$ cat config.mk
export PLATFORM = sky130hd
export DESIGN_NAME = wb_ddr_bridge_flat
export DESIGN_NICKNAME = d
export VERILOG_FILES = /design/src/rtl/wb_ddr_bridge_if.sv /design/src/rtl/wb_ddr_bridge.sv /design/src/flat_wrapper.sv
export SDC_FILE = /design/constraint.sdc
export NUM_CORES = 1
export LEC_CHECK = 0
export ABC_CLOCK_PERIOD_IN_PS = 5100
export CORE_ASPECT_RATIO = 0.75
export CORE_UTILIZATION = 30
export CTS_CLUSTER_SIZE = 16
export DETAILED_ROUTE_END_ITERATION = 16
export PLACE_DENSITY = 0.57
export SYNTH_ARGS = -nofsm -noshare
export SYNTH_HDL_FRONTEND = slang
export SYNTH_SLANG_ARGS = --single-unit
$ cat constraint.sdc
create_clock -name clk -period 5.1 [get_ports clk]
set_input_delay 0.765 -clock clk [delete_from_list [all_inputs] [get_ports clk]]
set_output_delay 0.765 -clock clk [all_outputs]
set_load 0.03 [all_outputs]
$ cat src/rtl/wb_ddr_bridge_if.sv
// Bus bundle between a Wishbone classic master, the DDR bridge and the DDR controller core.
// The slave modport is the bridge view; the master modport is the view of everything around it.
interface wb_ddr_bridge_if;
  logic [31:0] wb_adr_i;
  logic [31:0] wb_dat_i;
  logic [31:0] wb_dat_o;
  logic [3:0]  wb_sel_i;
  logic        wb_cyc_i;
  logic        wb_stb_i;
  logic        wb_we_i;
  logic        wb_ack_o;
  logic        ddr_cmd_valid;
  logic        ddr_cmd_ready;
  logic        ddr_cmd_we;
  logic [27:0] ddr_cmd_adr;
  logic [1:0]  ddr_wword;
  logic [31:0] ddr_wdat;
  logic [3:0]  ddr_wsel;
  logic [31:0] ddr_rdat;
  logic        ddr_rvalid;

  modport slave (
    input  wb_adr_i, wb_dat_i, wb_sel_i, wb_cyc_i, wb_stb_i, wb_we_i,
    input  ddr_cmd_ready, ddr_rdat, ddr_rvalid,
    output wb_dat_o, wb_ack_o,
    output ddr_cmd_valid, ddr_cmd_we, ddr_cmd_adr, ddr_wword, ddr_wdat, ddr_wsel
  );

  modport master (
    output wb_adr_i, wb_dat_i, wb_sel_i, wb_cyc_i, wb_stb_i, wb_we_i,
    output ddr_cmd_ready, ddr_rdat, ddr_rvalid,
    input  wb_dat_o, wb_ack_o,
    input  ddr_cmd_valid, ddr_cmd_we, ddr_cmd_adr, ddr_wword, ddr_wdat, ddr_wsel
  );
endinterface

$ cat src/rtl/wb_ddr_bridge.sv
// Wishbone classic slave in front of the DDR core: one-line read buffer, write-through writes.
// Read misses fetch a 4-word line; writes become single masked word commands.
module wb_ddr_bridge #(
  parameter bit USE_BUFFER = 1'b1
) (
  input  logic           clk,
  input  logic           reset,
  wb_ddr_bridge_if.slave bus,
  input  logic           inv_i,
  output logic           hit_o,
  output logic           miss_o
);

  typedef enum logic [2:0] {IDLE, HIT_ACK, RD_CMD, RD_FILL, RD_ACK, WR_CMD} state_t;

  state_t      state, state_nxt;
  logic        ack_r;
  logic        buf_valid, inv_seen;
  logic [1:0]  beat, word_q;
  logic [27:0] tag;
  logic [31:0] buf_q [4];

  logic        req, tag_hit, last_beat, wr_update;
  logic        acc_hit, acc_miss, acc_wr, rd_ack, wr_ack, cmd_done, fill_beat, fill_done;
  logic [31:0] rd_data;
  logic        unused_adr_bits;

  function automatic logic [31:0] merge_bytes(input logic [31:0] old_w,
                                              input logic [31:0] new_w,
                                              input logic [3:0]  sel);
    logic [31:0] r;
    r = old_w;
    for (int b = 0; b < 4; b++)
      if (sel[b]) r[8*b +: 8] = new_w[8*b +: 8];
    return r;
  endfunction

  // A request is never taken while the previous ack is still on the bus.
  assign req             = bus.wb_cyc_i & bus.wb_stb_i & ~bus.wb_ack_o;
  assign tag_hit         = buf_valid & (tag == bus.wb_adr_i[31:4]) & USE_BUFFER;
  assign last_beat       = bus.ddr_rvalid & (beat == 2'd3);
  assign rd_data         = buf_q[word_q];
  assign wr_update       = wr_ack & buf_valid & (tag == bus.ddr_cmd_adr);
  assign bus.wb_ack_o    = ack_r & bus.wb_cyc_i;
  assign unused_adr_bits = ^bus.wb_adr_i[1:0];

  always_ff @(posedge clk) begin
    if (reset) state <= IDLE;
    else       state <= state_nxt;
  end

  always_comb begin
    state_nxt = state;
    case (state)
      IDLE: begin
        if (req) begin
          if (bus.wb_we_i)  state_nxt = WR_CMD;
          else if (tag_hit) state_nxt = HIT_ACK;
          else              state_nxt = RD_CMD;
        end
      end
      HIT_ACK: state_nxt = IDLE;
      RD_CMD:  if (bus.ddr_cmd_ready) state_nxt = RD_FILL;
      RD_FILL: if (last_beat) state_nxt = RD_ACK;
      RD_ACK:  state_nxt = IDLE;
      WR_CMD:  if (bus.ddr_cmd_ready) state_nxt = IDLE;
      default: state_nxt = IDLE;
    endcase
  end

  always_comb begin
    acc_hit   = 1'b0;
    acc_miss  = 1'b0;
    acc_wr    = 1'b0;
    rd_ack    = 1'b0;
    wr_ack    = 1'b0;
    cmd_done  = 1'b0;
    fill_beat = 1'b0;
    fill_done = 1'b0;
    case (state)
      IDLE: begin
        if (req) begin
          if (bus.wb_we_i)  acc_wr   = 1'b1;
          else if (tag_hit) acc_hit  = 1'b1;
          else              acc_miss = 1'b1;
        end
      end
      HIT_ACK: rd_ack = 1'b1;
      RD_CMD:  cmd_done = bus.ddr_cmd_ready;
      RD_FILL: begin
        fill_beat = bus.ddr_rvalid;
        fill_done = last_beat;
      end
      RD_ACK:  rd_ack = 1'b1;
      WR_CMD: begin
        cmd_done = bus.ddr_cmd_ready;
        wr_ack   = bus.ddr_cmd_ready;
      end
      default: ;
    endcase
  end

  always_ff @(posedge clk) begin
    if (reset) begin
      ack_r             <= 1'b0;
      bus.wb_dat_o      <= '0;
      bus.ddr_cmd_valid <= 1'b0;
      bus.ddr_cmd_we    <= 1'b0;
      bus.ddr_cmd_adr   <= '0;
      bus.ddr_wword     <= '0;
      bus.ddr_wdat      <= '0;
      bus.ddr_wsel      <= '0;
      hit_o             <= 1'b0;
      miss_o            <= 1'b0;
      buf_valid         <= 1'b0;
      inv_seen          <= 1'b0;
      beat              <= '0;
      word_q            <= '0;
    end else begin
      ack_r  <= rd_ack | wr_ack;
      hit_o  <= acc_hit;
      miss_o <= acc_miss;
      if (rd_ack) bus.wb_dat_o <= rd_data;
      if (acc_hit | acc_miss | acc_wr) word_q <= bus.wb_adr_i[3:2];
      // Command fields are only loaded on acceptance, so they hold while the core stalls.
      if (acc_miss | acc_wr) begin
        bus.ddr_cmd_valid <= 1'b1;
        bus.ddr_cmd_we    <= acc_wr;
        bus.ddr_cmd_adr   <= bus.wb_adr_i[31:4];
      end else if (cmd_done) begin
        bus.ddr_cmd_valid <= 1'b0;
      end
      if (acc_wr) begin
        bus.ddr_wword <= bus.wb_adr_i[3:2];
        bus.ddr_wdat  <= bus.wb_dat_i;
        bus.ddr_wsel  <= bus.wb_sel_i;
      end
      if (acc_miss)       beat <= '0;
      else if (fill_beat) beat <= beat + 2'd1;
      // An invalidate that lands mid-fetch must keep the incoming line from becoming valid.
      if (acc_miss) inv_seen <= 1'b0;
      else if (inv_i && (state == RD_CMD || state == RD_FILL)) inv_seen <= 1'b1;
      if (fill_done)  buf_valid <= ~(inv_seen | inv_i);
      else if (inv_i) buf_valid <= 1'b0;
    end
  end

  always_ff @(posedge clk) begin
    if (fill_beat)      buf_q[beat] <= bus.ddr_rdat;
    else if (wr_update) buf_q[bus.ddr_wword] <= merge_bytes(buf_q[bus.ddr_wword], bus.ddr_wdat, bus.ddr_wsel);
    if (fill_done) tag <= bus.ddr_cmd_adr;
  end

endmodule

$ cat src/flat_wrapper.sv
// flat-port wrapper written by rule: the top's interface ports become plain ports
module wb_ddr_bridge_flat 
#(
  parameter bit USE_BUFFER = 1'b1
)
  (clk, reset, inv_i, hit_o, miss_o, bus_wb_adr_i, bus_wb_dat_i, bus_wb_sel_i, bus_wb_cyc_i, bus_wb_stb_i, bus_wb_we_i, bus_ddr_cmd_ready, bus_ddr_rdat, bus_ddr_rvalid, bus_wb_dat_o, bus_wb_ack_o, bus_ddr_cmd_valid, bus_ddr_cmd_we, bus_ddr_cmd_adr, bus_ddr_wword, bus_ddr_wdat, bus_ddr_wsel);
  wb_ddr_bridge_if bus_i ();
  input  logic clk;
  input  logic reset;
  input  logic inv_i;
  output logic hit_o;
  output logic miss_o;
  input wire logic [$bits(bus_i.wb_adr_i)-1:0] bus_wb_adr_i;
  input wire logic [$bits(bus_i.wb_dat_i)-1:0] bus_wb_dat_i;
  input wire logic [$bits(bus_i.wb_sel_i)-1:0] bus_wb_sel_i;
  input wire logic [$bits(bus_i.wb_cyc_i)-1:0] bus_wb_cyc_i;
  input wire logic [$bits(bus_i.wb_stb_i)-1:0] bus_wb_stb_i;
  input wire logic [$bits(bus_i.wb_we_i)-1:0] bus_wb_we_i;
  input wire logic [$bits(bus_i.ddr_cmd_ready)-1:0] bus_ddr_cmd_ready;
  input wire logic [$bits(bus_i.ddr_rdat)-1:0] bus_ddr_rdat;
  input wire logic [$bits(bus_i.ddr_rvalid)-1:0] bus_ddr_rvalid;
  output wire logic [$bits(bus_i.wb_dat_o)-1:0] bus_wb_dat_o;
  output wire logic [$bits(bus_i.wb_ack_o)-1:0] bus_wb_ack_o;
  output wire logic [$bits(bus_i.ddr_cmd_valid)-1:0] bus_ddr_cmd_valid;
  output wire logic [$bits(bus_i.ddr_cmd_we)-1:0] bus_ddr_cmd_we;
  output wire logic [$bits(bus_i.ddr_cmd_adr)-1:0] bus_ddr_cmd_adr;
  output wire logic [$bits(bus_i.ddr_wword)-1:0] bus_ddr_wword;
  output wire logic [$bits(bus_i.ddr_wdat)-1:0] bus_ddr_wdat;
  output wire logic [$bits(bus_i.ddr_wsel)-1:0] bus_ddr_wsel;
  assign bus_i.wb_adr_i = bus_wb_adr_i;
  assign bus_i.wb_dat_i = bus_wb_dat_i;
  assign bus_i.wb_sel_i = bus_wb_sel_i;
  assign bus_i.wb_cyc_i = bus_wb_cyc_i;
  assign bus_i.wb_stb_i = bus_wb_stb_i;
  assign bus_i.wb_we_i = bus_wb_we_i;
  assign bus_i.ddr_cmd_ready = bus_ddr_cmd_ready;
  assign bus_i.ddr_rdat = bus_ddr_rdat;
  assign bus_i.ddr_rvalid = bus_ddr_rvalid;
  assign bus_wb_dat_o = bus_i.wb_dat_o;
  assign bus_wb_ack_o = bus_i.wb_ack_o;
  assign bus_ddr_cmd_valid = bus_i.ddr_cmd_valid;
  assign bus_ddr_cmd_we = bus_i.ddr_cmd_we;
  assign bus_ddr_cmd_adr = bus_i.ddr_cmd_adr;
  assign bus_ddr_wword = bus_i.ddr_wword;
  assign bus_ddr_wdat = bus_i.ddr_wdat;
  assign bus_ddr_wsel = bus_i.ddr_wsel;
  wb_ddr_bridge #(.USE_BUFFER(USE_BUFFER)) u_core (.clk(clk), .reset(reset), .bus(bus_i), .inv_i(inv_i), .hit_o(hit_o), .miss_o(miss_o));
endmodule
==> results of run 1 <==
[synthesized netlist by cell type, types with 3 or more instances]
cell	n	area, um^2
mux2i_1	33	330
nand2_1	154	578
edfxtp_1	156	4680
nor2_1	47	176
mux4_2	32	721
o21ai_0	5	25.0
dfxtp_1	112	2240
inv_1	8	30.0
xor2_1	25	219
and3_1	6	37.5
a21oi_1	81	405
buf_1	4	15.0
nand4_1	10	62.6
and2_1	3	18.8
mux2_4	30	450
buf_2	6	30.0
nor4_1	9	56.3
clkbuf_1	32	120
nor3_1	24	120
xnor2_1	32	280
buf_12	4	80.1
nor2b_1	3	18.8
[registers in the layout (all words and copies together), names as in the netlist, 2 cells and up]
signal and count:
u_core.beat 2, u_core.bus.wb_dat_o 32, u_core.tag 28, u_core.bus.ddr_cmd_adr 28, u_core.word_q 2, u_core.buf_q 128
u_core.bus.ddr_wsel 4, u_core.bus.ddr_wdat 32, u_core.bus.ddr_wword 2, u_core.state 3
[final timing paths]
kind / start / slack, ns / cells after the start / end
setup / recovery: u_core.tag[27]$_DFFE_PP_ / 1.76 / 6 / u_core.buf_q[3][0]$_DFFE_PP_
hold / removal: u_core.bus.wb_dat_o[24]$_SDFFE_PP0P_ / 0.45 / 2 / u_core.bus.wb_dat_o[24]$_SDFFE_PP0P_
setup reg to reg: u_core.tag[27]$_DFFE_PP_ / 1.76 / 6 / u_core.buf_q[3][0]$_DFFE_PP_
hold reg to reg: u_core.bus.wb_dat_o[24]$_SDFFE_PP0P_ / 0.45 / 2 / u_core.bus.wb_dat_o[24]$_SDFFE_PP0P_
[power groups by stage]
stage / combinational (uW) / clock [uW] / sequential (uW)
4_1_cts: 473 / 2250 / 2370
3_5_place_dp: 471 / 0 / 2420
5_1_grt: 501 / 2330 / 2380
2_1_floorplan: 187 / 0 / 2470
3_3_place_gp: 469 / 0 / 2420
6_report: 467 / 2190 / 2370
[per-stage QoR]
stage | total power (uW) | util | std cells
after floorplan | 2660 | - | 835
after global placement | 2890 | 0.382 | 1474
after detailed placement | 2890 | 0.382 | 1474
after CTS | 5100 | 0.410 | 1526
after global routing | 5210 | 0.410 | 1526
final | 5030 | 0.410 | 1526
[layout make-up]
cell class,count,area (um^2)
fillers,3334,20800
repair buffers,228,2230
well taps,457,572
clock buffers,39,803
flip-flops and latches,268,6930
multi-input cells,513,3690
inverters,8,30.0
clock inverters,13,193
[cells in the final DEF (no fill, tap or decap), drive strengths merged, types with 2 or more instances in the layout]
cell / netlist / final
xor2: 25 / 25
xnor2: 32 / 32
nor4: 10 / 10
bufinv: 0 / 5
mux2: 32 / 32
buf: 14 / 21
nand2: 154 / 154
dfxtp: 112 / 112
o21ai: 5 / 5
nor2b: 3 / 3
inv: 8 / 8
nor2: 47 / 47
mux2i: 33 / 33
and3: 6 / 6
clkinv: 0 / 7
clkdlybuf4s50: 0 / 207
nand4: 10 / 10
nor3: 24 / 24
clkbuf: 32 / 39
nand2b: 2 / 2
edfxtp: 156 / 156
and2: 4 / 4
mux4: 32 / 32
a21oi: 81 / 81
[worst min-delay path: stages, from the launching register on]
cell	delay, ns
dfxtp_1	0.31
nand2_1	0.05
a21oi_1	0.05
[metal layers]
layer | global-route usage | vias up
met5 | 0 | -
met1 | 0.209 | 3471
met3 | 0.0254 | 33
met4 | 0.0326 | 0
met2 | 0.230 | 160
li1 | - | 3432
[kinds of logic after synthesis]
logic type               Yosys count  synth area share
multiplexers                      97             0.140
XOR/XNOR                          57            0.0459
AND/OR/NAND/NOR                  265             0.106
flip-flops                       268             0.637
adder cells (fa/ha/maj)            1           0.00115
AO/OA/AOI/OAI                     93            0.0450
buffers and inverters             54            0.0253
==> results.toml, run 1 <==
[worst_setup_path]
end_kind = "flop"
critPathBufInv = 0
crit_chain = "xor2_1 -> nor4_1 -> nand4_1 -> nor4_4 -> and2_4 -> mux2_2"
crit_slowest_cell = "and2_4"
required_ns = 5.38
path_delay_family = "simple AND/OR/NAND/NOR gates"
cp.arrival_ns = 3.62
crit_path_start_kind = "flop"
worstSetupPathType = "reg2reg"
max_stage_delay_ns = 0.74
crit_fanout = 32

[cells_and_area]
drive_gt1_frac = 0.129
design_area_mm2 = 0.0145
area_growth_pct = 32.9
diodes = 0
fin_nets = 1156

[place]
gp_congestion = 0.779
place_hpwl_um = 18100
io_buffers = 208
pre_cts_ws_ns = 1.30
placed_area_mm2 = 0.0135

[timing]
hold_violations = 0
finalSetupTns_ns = 0
maxSlewHeadroom = 0.238
setup_viol = 0
worst_pin_slew_ns = 1.14
fin_worst_skew_ns = 0.0181
layout_min_cycle_time_ns = 3.34
slew_violations = 0
whs_ns = 0.454
max_freq_ghz = 0.299
worst_slack_ns = 1.76
rsz0062_at_grt = "no"
post-route-period-util = 0.656

[cts]
cts-resized-gates = 0
cts_hold_buf = 0
htreeDepth = 1
cts_tree = "yes"
cts-root-buf = "clkbuf_16"
cts.sinks = 268
clock_latency_ns = 0.55
cts_buffers = 28
cts_setup_buffers = 0
clkTransAtPathRegs_ns = 0.06
clock_path_buffers = 3

[run]
drv_cap = 0

[pwr]
netSwitchingFraction = 0.224
clkPwrFrac = 0.435
combPwrFrac = 0.093
power.density_mw_per_mm2 = 348
internal_power_uw = 3900
switching_power_uw = 1130
p_seq_frac = 0.472
p_leak_uw = 0.00497
ir_worst_vdd_uv = 208

[floorplanning]
die_w_um = 222
dieArea_mm2 = 0.0370
row_count = 59
io_pins = 211
fp.dieH_um = 167
coreArea_mm2 = 0.0352
start_util = 0.309

[detailed_routing]
topRoutingLayerUsed = "met4"
routed_wl_um = 27400
first_pass_iters = 4
dr_wl_met2_um = 12300
wl_met1_um = 13400
dr_wl_met3_um = 1230
via_per_inst = 4.65
remaining_drc_errors = 0
drt_iter0_markers = 413
num_vias = 7096
postRouteAntennaNets = 0
wl_per_cell_um = 18.0

[synthesis]
yosys_warnings = 0
ys_async_sr_fraction = 0
synth_nets = 944
synth_edf_count = 156
netlist_area_mm2 = 0.0109
synthFlopType = "edfxtp_1"
synth_cells = 835
syn_area_per_cell_um2 = 13.0
ys_ff_latch = 268
ys_types = 39
synth-seq-area-share = 0.637

[global_route]
grt_antenna_before_repair = 0
grt_usage = 0.146
grt_pass1_vias = 7087
grt_overflow_total = 0
grt_pass1_wl_um = 41900
grt_max_degree = 62

[worst_hold_path]
min_path_type = "reg2reg"

[status]
run_status = "finished, final reports clean"
Note: power is estimated with default switching activity, not from simulation.
==> inputs of run 2 (changes only) <==
--- a/config.mk
+++ b/config.mk
@@ -5,12 +5,12 @@
 export SDC_FILE = /design/constraint.sdc
 export NUM_CORES = 1
 export LEC_CHECK = 0
-export ABC_CLOCK_PERIOD_IN_PS = 5100
+export ABC_CLOCK_PERIOD_IN_PS = 2800
 export CORE_ASPECT_RATIO = 0.75
 export CORE_UTILIZATION = 30
 export CTS_CLUSTER_SIZE = 16
 export DETAILED_ROUTE_END_ITERATION = 16
-export PLACE_DENSITY = 0.57
+export PLACE_DENSITY = 0.59
 export SYNTH_ARGS = -nofsm -noshare
 export SYNTH_HDL_FRONTEND = slang
 export SYNTH_SLANG_ARGS = --single-unit
==> constraint.sdc (replaced) <==
create_clock -name clk -period 2.8 [get_ports clk]
set_input_delay 0.42 -clock clk [delete_from_list [all_inputs] [get_ports clk]]
set_output_delay 0.42 -clock clk [all_outputs]
set_load 0.03 [all_outputs]
==> results.toml, run 2 (synthesis results as in run 1) <==
[floorplanning]
dieArea_mm2 = 0.0370
fp.dieH_um = 167
start_util = 0.309
coreArea_mm2 = 0.0352
die_w_um = 222
io_pins = 211
row_count = 59

[global_route]
grt_overflow_total = 0
grt_max_degree = 67
grt_usage = 0.150
grt_antenna_before_repair = 0
grt_pass1_vias = 7316
grt_pass1_wl_um = 43200

[cells_and_area]
area_growth_pct = 35.0
final_common_cell = "clkdlybuf4s50_1"
fin_nets = 1180
layout_common_cells = "clkdlybuf4s50_1, edfxtp_1, nand2_1"
regMostFlops = "u_core.buf_q"
diodes = 0
drive_gt1_frac = 0.153
reg_top3 = "u_core.buf_q (128), u_core.bus.ddr_wdat (32), u_core.bus.wb_dat_o (32)"
post-route-util = 0.417
largest_reg_flops = 128
design_area_mm2 = 0.0147

[pwr]
clkPwrFrac = 0.414
p_leak_uw = 0.00509
netSwitchingFraction = 0.237
internal_power_uw = 6770
power.density_mw_per_mm2 = 604
switching_power_uw = 2100
p_seq_frac = 0.486
ir_worst_vdd_uv = 431
finalPower_uw = 8870
combPwrFrac = 0.101

[run]
drv_cap = 0

[place]
io_buffers = 208
placed_area_mm2 = 0.0137
place_hpwl_um = 19300
pre_cts_ws_ns = -0.0649
gp_congestion = 0.780

[detailed_routing]
routed_wl_um = 28000
num_vias = 7137
drt_iter0_markers = 395
postRouteAntennaNets = 0
wl_met1_um = 13400
wl_per_cell_um = 18.1
via_per_inst = 4.60
dr_wl_met3_um = 1360
remaining_drc_errors = 0
first_pass_iters = 4
dr_wl_met2_um = 12800
topRoutingLayerUsed = "met4"

[cts]
cts_buffers = 29
clkTransAtPathRegs_ns = 0.06
clock_path_buffers = 3
cts_tree = "yes"
clock_latency_ns = 0.56
cts.sinks = 268
cts-root-buf = "clkbuf_16"
htreeDepth = 1
cts_hold_buf = 0

[worst_setup_path]
max_stage_delay_ns = 0.42
crit_path_start_kind = "flop"
critPathBufInv = 2
end_kind = "flop"
worstSetupPathType = "reg2reg"
required_ns = 3.09
crit_slowest_cell = "edfxtp_1"
crit_fanout = 12
crit_chain = "xor2_1 -> nor4_2 -> nand4_1 -> nor4_4 -> buf_6 -> and2_4 -> buf_12 -> mux2_4"
path_delay_family = "simple AND/OR/NAND/NOR gates"
cp.arrival_ns = 2.91

[timing]
worst_pin_slew_ns = 0.876
slew_violations = 0
layout_min_cycle_time_ns = 2.62
hold_violations = 0
maxSlewHeadroom = 0.416
finalSetupTns_ns = 0
fin_worst_skew_ns = 0.0187
post-route-period-util = 0.935
rsz0062_at_grt = "no"
worst_slack_ns = 0.183
max_freq_ghz = 0.382
setup_viol = 0

[status]
run_status = "finished, final reports clean"

[worst_hold_path]
min_path_type = "in2reg"
-- run 2: cell count changes in the layout (fill, tap and decap cells not counted), sizes merged --
cell      change
bufinv        -4
clkinv        +4
clkinvlp      +1
clkbuf        -2
buf          +23
inv           +3
-- run 2: layer usage --
layer	vias up	GRT usage
met5	-	0
met1	3459	0.211
li1	3479	-
met4	0	0.0353
met2	164	0.237
met3	35	0.0326
-- run 2: path summary, 6_finish.rpt --
check	from	end	slack, ns	cells past startpoint
worst max-delay path	u_core.tag[25]$_DFFE_PP_	u_core.buf_q[3][21]$_DFFE_PP_	0.18	8
worst min-delay path	bus_wb_dat_i[13]	u_core.bus.ddr_wdat[13]$_SDFFE_PP0P_	0.41	3
worst max register to register	u_core.tag[25]$_DFFE_PP_	u_core.buf_q[3][21]$_DFFE_PP_	0.18	8
worst min register to register	u_core.bus.wb_dat_o[29]$_SDFFE_PP0P_	u_core.bus.wb_dat_o[29]$_SDFFE_PP0P_	0.45	2
-- run 2: worst min-delay path, cell delays in order --
cell and delay, ns:
clkdlybuf4s50_1 0.40, nand2_1 0.06, a21oi_1 0.05
-- run 2: final cells by class --
cell class / count / area [um^2]
tap: 457 / 572
multi-input combinational: 513 / 3710
inverter: 8 / 30.0
fill: 3274 / 20500
timing repair buffer: 251 / 2520
sequential: 268 / 6930
clock buffer: 37 / 796
clock inverter: 17 / 123
-- run 2: repair_timing --
action	in CTS	in global routing
setup endpoints to repair	98	168
gates resized for setup	1	3
pin swaps	1	4
buffers inserted	0	0
-- run 2: metrics by stage --
| step | instances | hold slack (ns) |
|---|---|---|
| final | 1551 | 0.411 |
| after global routing | 1551 | 0.393 |
| after CTS | 1551 | 0.385 |
| after detailed placement | 1497 | 0.446 |
| after global placement | 1497 | 0.440 |
| after floorplan | 835 | 0.423 |
-- run 2: power groups by stage --
stage / sequential (uW) / clock (uW) / combinational, uW
floorplan: 4500 / 0 / 341
global placement: 4390 / 0 / 891
detailed placement: 4390 / 0 / 894
CTS: 4310 / 3790 / 900
global route: 4320 / 3950 / 958
finish: 4310 / 3670 / 891
